## src/rtl/bcd3_scan_display.sv

```systemverilog
// Three-digit BCD to multiplexed seven-segment driver.
// Digits are snapshotted once per frame, leading zeros can be blanked, and an invalid digit sets a sticky flag.
module bcd3_scan_display #(
  parameter int unsigned SCAN_DIV = 4,
  parameter bit          BLANK_LZ = 1'b1
) (
  input  logic       ck,
  input  logic       rs,
  input  logic       en,
  input  logic [3:0] bcd0,
  input  logic [3:0] bcd1,
  input  logic [3:0] bcd2,
  output logic [2:0] an,
  output logic [6:0] seg,
  output logic       frame,
  output logic       err
);

  localparam int unsigned CW = (SCAN_DIV > 1) ? $clog2(SCAN_DIV) : 1;
  localparam logic [CW-1:0] CNT_MAX = CW'(SCAN_DIV - 1);

  typedef enum logic [1:0] {SLOT0, SLOT1, SLOT2} slot_t;

  slot_t         r_slot, w_slot_nxt;
  logic [CW-1:0] r_cnt, w_cnt_nxt;
  logic [3:0]    r_s0, r_s1, r_s2;
  logic [2:0]    r_an;
  logic [6:0]    r_seg;
  logic          r_frame, r_err;

  logic          w_last, w_frame_end, w_blank, w_invalid;
  logic [3:0]    w_digit;
  logic [2:0]    w_an;
  logic [6:0]    w_seg;

  function automatic logic [6:0] f_decode(input logic [3:0] d);
    case (d)
      4'd0:    f_decode = 7'b1111110;
      4'd1:    f_decode = 7'b0110000;
      4'd2:    f_decode = 7'b1101101;
      4'd3:    f_decode = 7'b1111001;
      4'd4:    f_decode = 7'b0110011;
      4'd5:    f_decode = 7'b1011011;
      4'd6:    f_decode = 7'b1011111;
      4'd7:    f_decode = 7'b1110000;
      4'd8:    f_decode = 7'b1111111;
      4'd9:    f_decode = 7'b1111011;
      default: f_decode = 7'b0000001;
    endcase
  endfunction

  assign w_last      = (r_cnt == CNT_MAX);
  assign w_frame_end = w_last && (r_slot == SLOT2);

  // State register: scan position and the frame snapshot.
  always_ff @(posedge ck) begin
    if (!rs) begin
      r_cnt  <= '0;
      r_slot <= SLOT0;
      r_s0   <= '0;
      r_s1   <= '0;
      r_s2   <= '0;
    end else begin
      r_cnt  <= w_cnt_nxt;
      r_slot <= w_slot_nxt;
      if (en && w_frame_end) begin
        r_s0 <= bcd0;
        r_s1 <= bcd1;
        r_s2 <= bcd2;
      end
    end
  end

  always_comb begin
    w_cnt_nxt  = r_cnt;
    w_slot_nxt = r_slot;
    if (en) begin
      if (w_last) begin
        w_cnt_nxt = '0;
        case (r_slot)
          SLOT0:   w_slot_nxt = SLOT1;
          SLOT1:   w_slot_nxt = SLOT2;
          default: w_slot_nxt = SLOT0;
        endcase
      end else begin
        w_cnt_nxt = r_cnt + 1'b1;
      end
    end
  end

  // Slot contents from the pre-edge slot; the blank terms only fire on zero digits, so a dash is never hidden.
  always_comb begin
    w_an    = 3'b001;
    w_digit = r_s0;
    w_blank = 1'b0;
    case (r_slot)
      SLOT1: begin
        w_an    = 3'b010;
        w_digit = r_s1;
        w_blank = BLANK_LZ && (r_s2 == 4'd0) && (r_s1 == 4'd0);
      end
      SLOT2: begin
        w_an    = 3'b100;
        w_digit = r_s2;
        w_blank = BLANK_LZ && (r_s2 == 4'd0);
      end
      default: ;
    endcase
    w_invalid = (w_digit > 4'd9);
    w_seg     = w_blank ? '0 : f_decode(w_digit);
  end

  always_ff @(posedge ck) begin
    if (!rs) begin
      r_an    <= '0;
      r_seg   <= '0;
      r_frame <= 1'b0;
      r_err   <= 1'b0;
    end else if (en) begin
      r_an    <= w_an;
      r_seg   <= w_seg;
      r_frame <= w_frame_end;
      r_err   <= r_err | w_invalid;
    end else begin
      r_an    <= '0;
      r_seg   <= '0;
      r_frame <= 1'b0;
    end
  end

  assign an    = r_an;
  assign seg   = r_seg;
  assign frame = r_frame;
  assign err   = r_err;

endmodule
```

## config.mk

```make
export PLATFORM = sky130hd
export DESIGN_NAME = bcd3_scan_display
export DESIGN_NICKNAME = d
export VERILOG_FILES = /design/src/rtl/bcd3_scan_display.sv
export SDC_FILE = /design/constraint.sdc
export NUM_CORES = 1
export LEC_CHECK = 0
export CORE_MARGIN = 3
export CORE_UTILIZATION = 40
export CTS_CLUSTER_SIZE = 20
export DETAILED_ROUTE_END_ITERATION = 7
export SYNTH_ARGS = -nofsm -noshare
export SYNTH_HDL_FRONTEND = slang
export SYNTH_SLANG_ARGS = --single-unit
```

## constraint.sdc

```tcl
create_clock -name ck -period 5.2 [get_ports ck]
set_input_delay 0.78 -clock ck [delete_from_list [all_inputs] [get_ports ck]]
set_output_delay 0.78 -clock ck [all_outputs]
set_load 0.05 [all_outputs]
```

==> metrics.md <==
| Metric | Value |
|---|---|
| Number of pins exceeding their max-slew limit in the final report | `0` |
| Top cells by area, synth | `sky130_fd_sc_hd__dfxtp_1 41%, sky130_fd_sc_hd__ha_1 12%, sky130_fd_sc_hd__nand2_1 8.7%` |
| CP startpoint kind | `flip-flop` |
| Setup repair after global routing missed its margin | `no` |
| Clk buf depth | `2` |
| Final worst hold slack | `0.484 ns` |
| Area after DPL | `1660 sq um` |
| Proportion of synthesized area in mux cells | `0.0326` |
| Required time of the critical path | `5.47 ns` |
| Pin count of the biggest net entering global routing | `22` |
| Sink Count | `28` |
| Post-CTS sizing | `0` |
| Cell count of the worst reg-to-reg path | `9` |
| Mean instance size in the synthesized netlist | `8.96 sq um` |
| Number of hold buffers added after CTS | `0` |
| Number of failing hold endpoints at the final stage | `0` |
| Count of buffers inserted at the top-level ports | `26` |
| Initial DRC Count | `31` |
| Post-synthesis adder-cell area fraction | `0.118` |
| Simple-gate area share of the yosys netlist | `0.176` |
| Class of the worst hold path | `flip-flop to flip-flop` |
| Number of top-level design ports | `27` |
| Initial core utilization | `0.434` |
| Min-delay src | `err` |
| Clock buffer count from CTS | `3` |
| Power density normalized to cell area | `238 nW/um^2` |
| Most common cell after layout, fill and taps aside | `sky130_fd_sc_hd__nand2_1` |
| Number of vias after detailed routing | `1112` |
| Setup clock skew after layout | `0.0171 ns` |
| Setup Total Neg Slack | `0 ns` |
| # Post-CTS Setup Buffers | `0` |
| Area inside the core boundary | `3180 sq um` |
| Commonest cells after routing, fill and taps aside | `32 x sky130_fd_sc_hd__nand2_1, 28 x sky130_fd_sc_hd__dfxtp_1, 26 x sky130_fd_sc_hd__clkdlybuf4s50_1, 14 x sky130_fd_sc_hd__a21boi_0, 13 x sky130_fd_sc_hd__ha_1` |
| DRC | `0` |
| Multi-input gate area | `768 sq um` |
| Post-synthesis share of cell area spent on xor and xnor gates | `0` |
| Global-route congestion overflow total | `0` |
| Register-to-register setup slack | `2.55 ns` |
| Wire length reported by the detailed router | `2840 um` |
| Pre-Repair DR Iteration Count | `4` |
| Slew headroom | `0.561` |
| Critical path class | `flip-flop to flip-flop` |
| Die width | `64.7 um` |
| Number of filler cells placed in the layout | `313` |
| Synthesized netlist cell count | `154` |
| Area overhead of the layout relative to synthesis | `24.3%` |
| Global placement routability congestion | `0.846` |
| Number of rows created at floorplan | `20` |
| FF/Latch Area | `561 sq um` |
| Number of setup violations in the final report | `0` |
| Critical path endpoint category | `flip-flop` |
| Via count of the first global-routing pass | `1066` |
| Peak supply drop | `0.0981 mV` |
| Primary flip-flop cell chosen by synthesis mapping | `sky130_fd_sc_hd__dfxtp_1` |
| Part of the Yosys area used for sequential elements | `0.406` |
| Number of storage elements in the synthesis netlist | `28` |
| Cell accounting for the most synthesized area | `sky130_fd_sc_hd__dfxtp_1` |
| Syn_nets | `182` |
| Distinct cell type count of the synthesized netlist | `32` |
| Overall die area | `4190 sq um` |
| Area of the mapped netlist | `1380 sq um` |
| Crit Reg-Reg Startpoint | `r_slot[1]` |
| CP Max Fanout | `12` |
| Clock Pin Slew Worst Setup and Hold Paths | `0.16 ns` |
| Die Ht | `64.7 um` |
| Fmax achieved | `377 MHz` |
| Total Power | `408 uW` |
| Root buf cell | `sky130_fd_sc_hd__clkbuf_4` |
| Portion of the clock cycle consumed by the worst path in the final layout | `0.510` |
| Detail-routed via count per cell | `5.01` |
| Worst hold path stage count | `1` |
| Critical R2R Capture | `seg[6]` |
| Number of max-capacitance violations reported | `0` |
| Worst-Margin Slew | `0.657 ns` |
| Tot GR Track Use | `0.146` |
| Remaining antenna violation count | `0` |
| Share of cells above drive strength 1 | `0.0506` |
| Yosys warnings | `0` |
| Leakage Power | `0.000683 uW` |
| Antenna cells | `0` |
| Finished layout cell area | `1720 sq um` |
| Post-synth EDFFs | `0` |
| Outcome | `completed` |
| Routed wire per std cell | `12.8 um` |
| Min Tclk post-route | `2.65 ns` |
| Worst Path Arrival | `2.92 ns` |
| Detailed placement HPWL | `2080 um` |
| H-tree depth reported by CTS | `1` |
| Clock network latency to the later pin of the worst-skew pair | `0.34 ns` |
| Combinational family with the most area after synthesis | `compound AO/OA/AOI/OAI gates` |
| Hold Path Sink | `err` |
| Antenna violations before repair | `0` |
| Asr flop ratio synth | `0` |
| Area share of the leading cell type in the synthesized netlist | `0.406` |
| Net count reported at finish | `207` |
| Clock tree from TritonCTS | `done` |
| First-pass GRT wire length | `4860 um` |
| Share of the synthesized area in compound gates (AO/OA/AOI/OAI) | `0.230` |
==> power breakdown <==
part	leakage, uW	switching (uW)	internal (uW)	total (uW)
clock network	0.0000279	66.5	78.1	145
logic	0.000428	22.4	20.4	42.8
registers	0.000228	1.62	219	221
==> cells in the mapped netlist (all sizes together), types with 2 or more instances <==
cell / count
a22o: 2
a21boi: 15
nor2b: 3
a21o: 4
and3: 3
o21bai: 2
and2: 2
ha: 13
buf: 3
a21oi: 11
o21a: 2
dfxtp: 28
nand2: 32
inv: 5
mux2i: 3
o211ai: 2
nor2: 4
clkbuf: 3
o2111ai: 2
nand3: 6
nor4: 2
==> critical path, stage by stage, from the launching register on <==
cell	delay [ns]
sky130_fd_sc_hd__dfxtp_1	0.42
sky130_fd_sc_hd__inv_1	0.10
sky130_fd_sc_hd__ha_1	0.53
sky130_fd_sc_hd__mux2i_1	0.53
sky130_fd_sc_hd__inv_1	0.17
sky130_fd_sc_hd__ha_1	0.24
sky130_fd_sc_hd__nor2b_1	0.13
sky130_fd_sc_hd__o21bai_1	0.17
sky130_fd_sc_hd__o2111ai_1	0.13
sky130_fd_sc_hd__a21oi_1	0.14
==> state kept, by name, summed over array words and instances (netlist names) <==
register	flops
r_s0	4
seg	7
an	3
r_cnt	2
r_slot	2
frame	1
err	1
r_s2	4
r_s1	4
==> worst max path at each step <==
stage | start | to | slack [ns] | depth (start not counted)
CTS | r_slot[1] | seg[3] | 2.56 | 9
floorplan | r_slot[0] | seg[3] | 2.96 | 10
detailed placement | r_slot[1] | seg[3] | 2.63 | 9
global route | r_slot[1] | seg[6] | 2.30 | 9
finish | r_slot[1] | seg[6] | 2.55 | 9
global placement | r_slot[0] | seg[6] | 2.75 | 10
==> stage by stage <==
stage                     setup slack [ns]  std cells   util
after floorplan                       2.96        154      -
after CTS                             2.56        222  0.540
after detailed placement              2.63        218  0.523
after global routing                  2.30        222  0.540
final                                 2.55        222  0.540
after global placement                2.75        218  0.523
==> area by class of cell <==
cell class	instances	share of cell area
clock inverter	1	0.0175
tap	44	0.0321
multi-input combinational	115	0.448
clock buffer	3	0.0131
timing repair buffer	26	0.152
inverter	5	0.0109
sequential	28	0.327
==> layer usage <==
layer,track usage,routed length (um),up-vias
met1,0.189,1420,505
met3,0.0208,76,5
met5,0,0,-
li1,-,-,582
met2,0.243,1300,20
met4,0.0554,42,0
==> logic make-up (layout without fill, tap and decap cells) <==
| group | after synthesis | after routing |
|---|---|---|
| buffers and inverters | 11 | 35 |
| adders and majority gates | 13 | 13 |
| AOI/OAI and AO/OA | 44 | 44 |
| and+or+nand+nor | 54 | 54 |
| muxes | 4 | 4 |
| DFF | 28 | 28 |
Power figures use the tool's default switching activity.
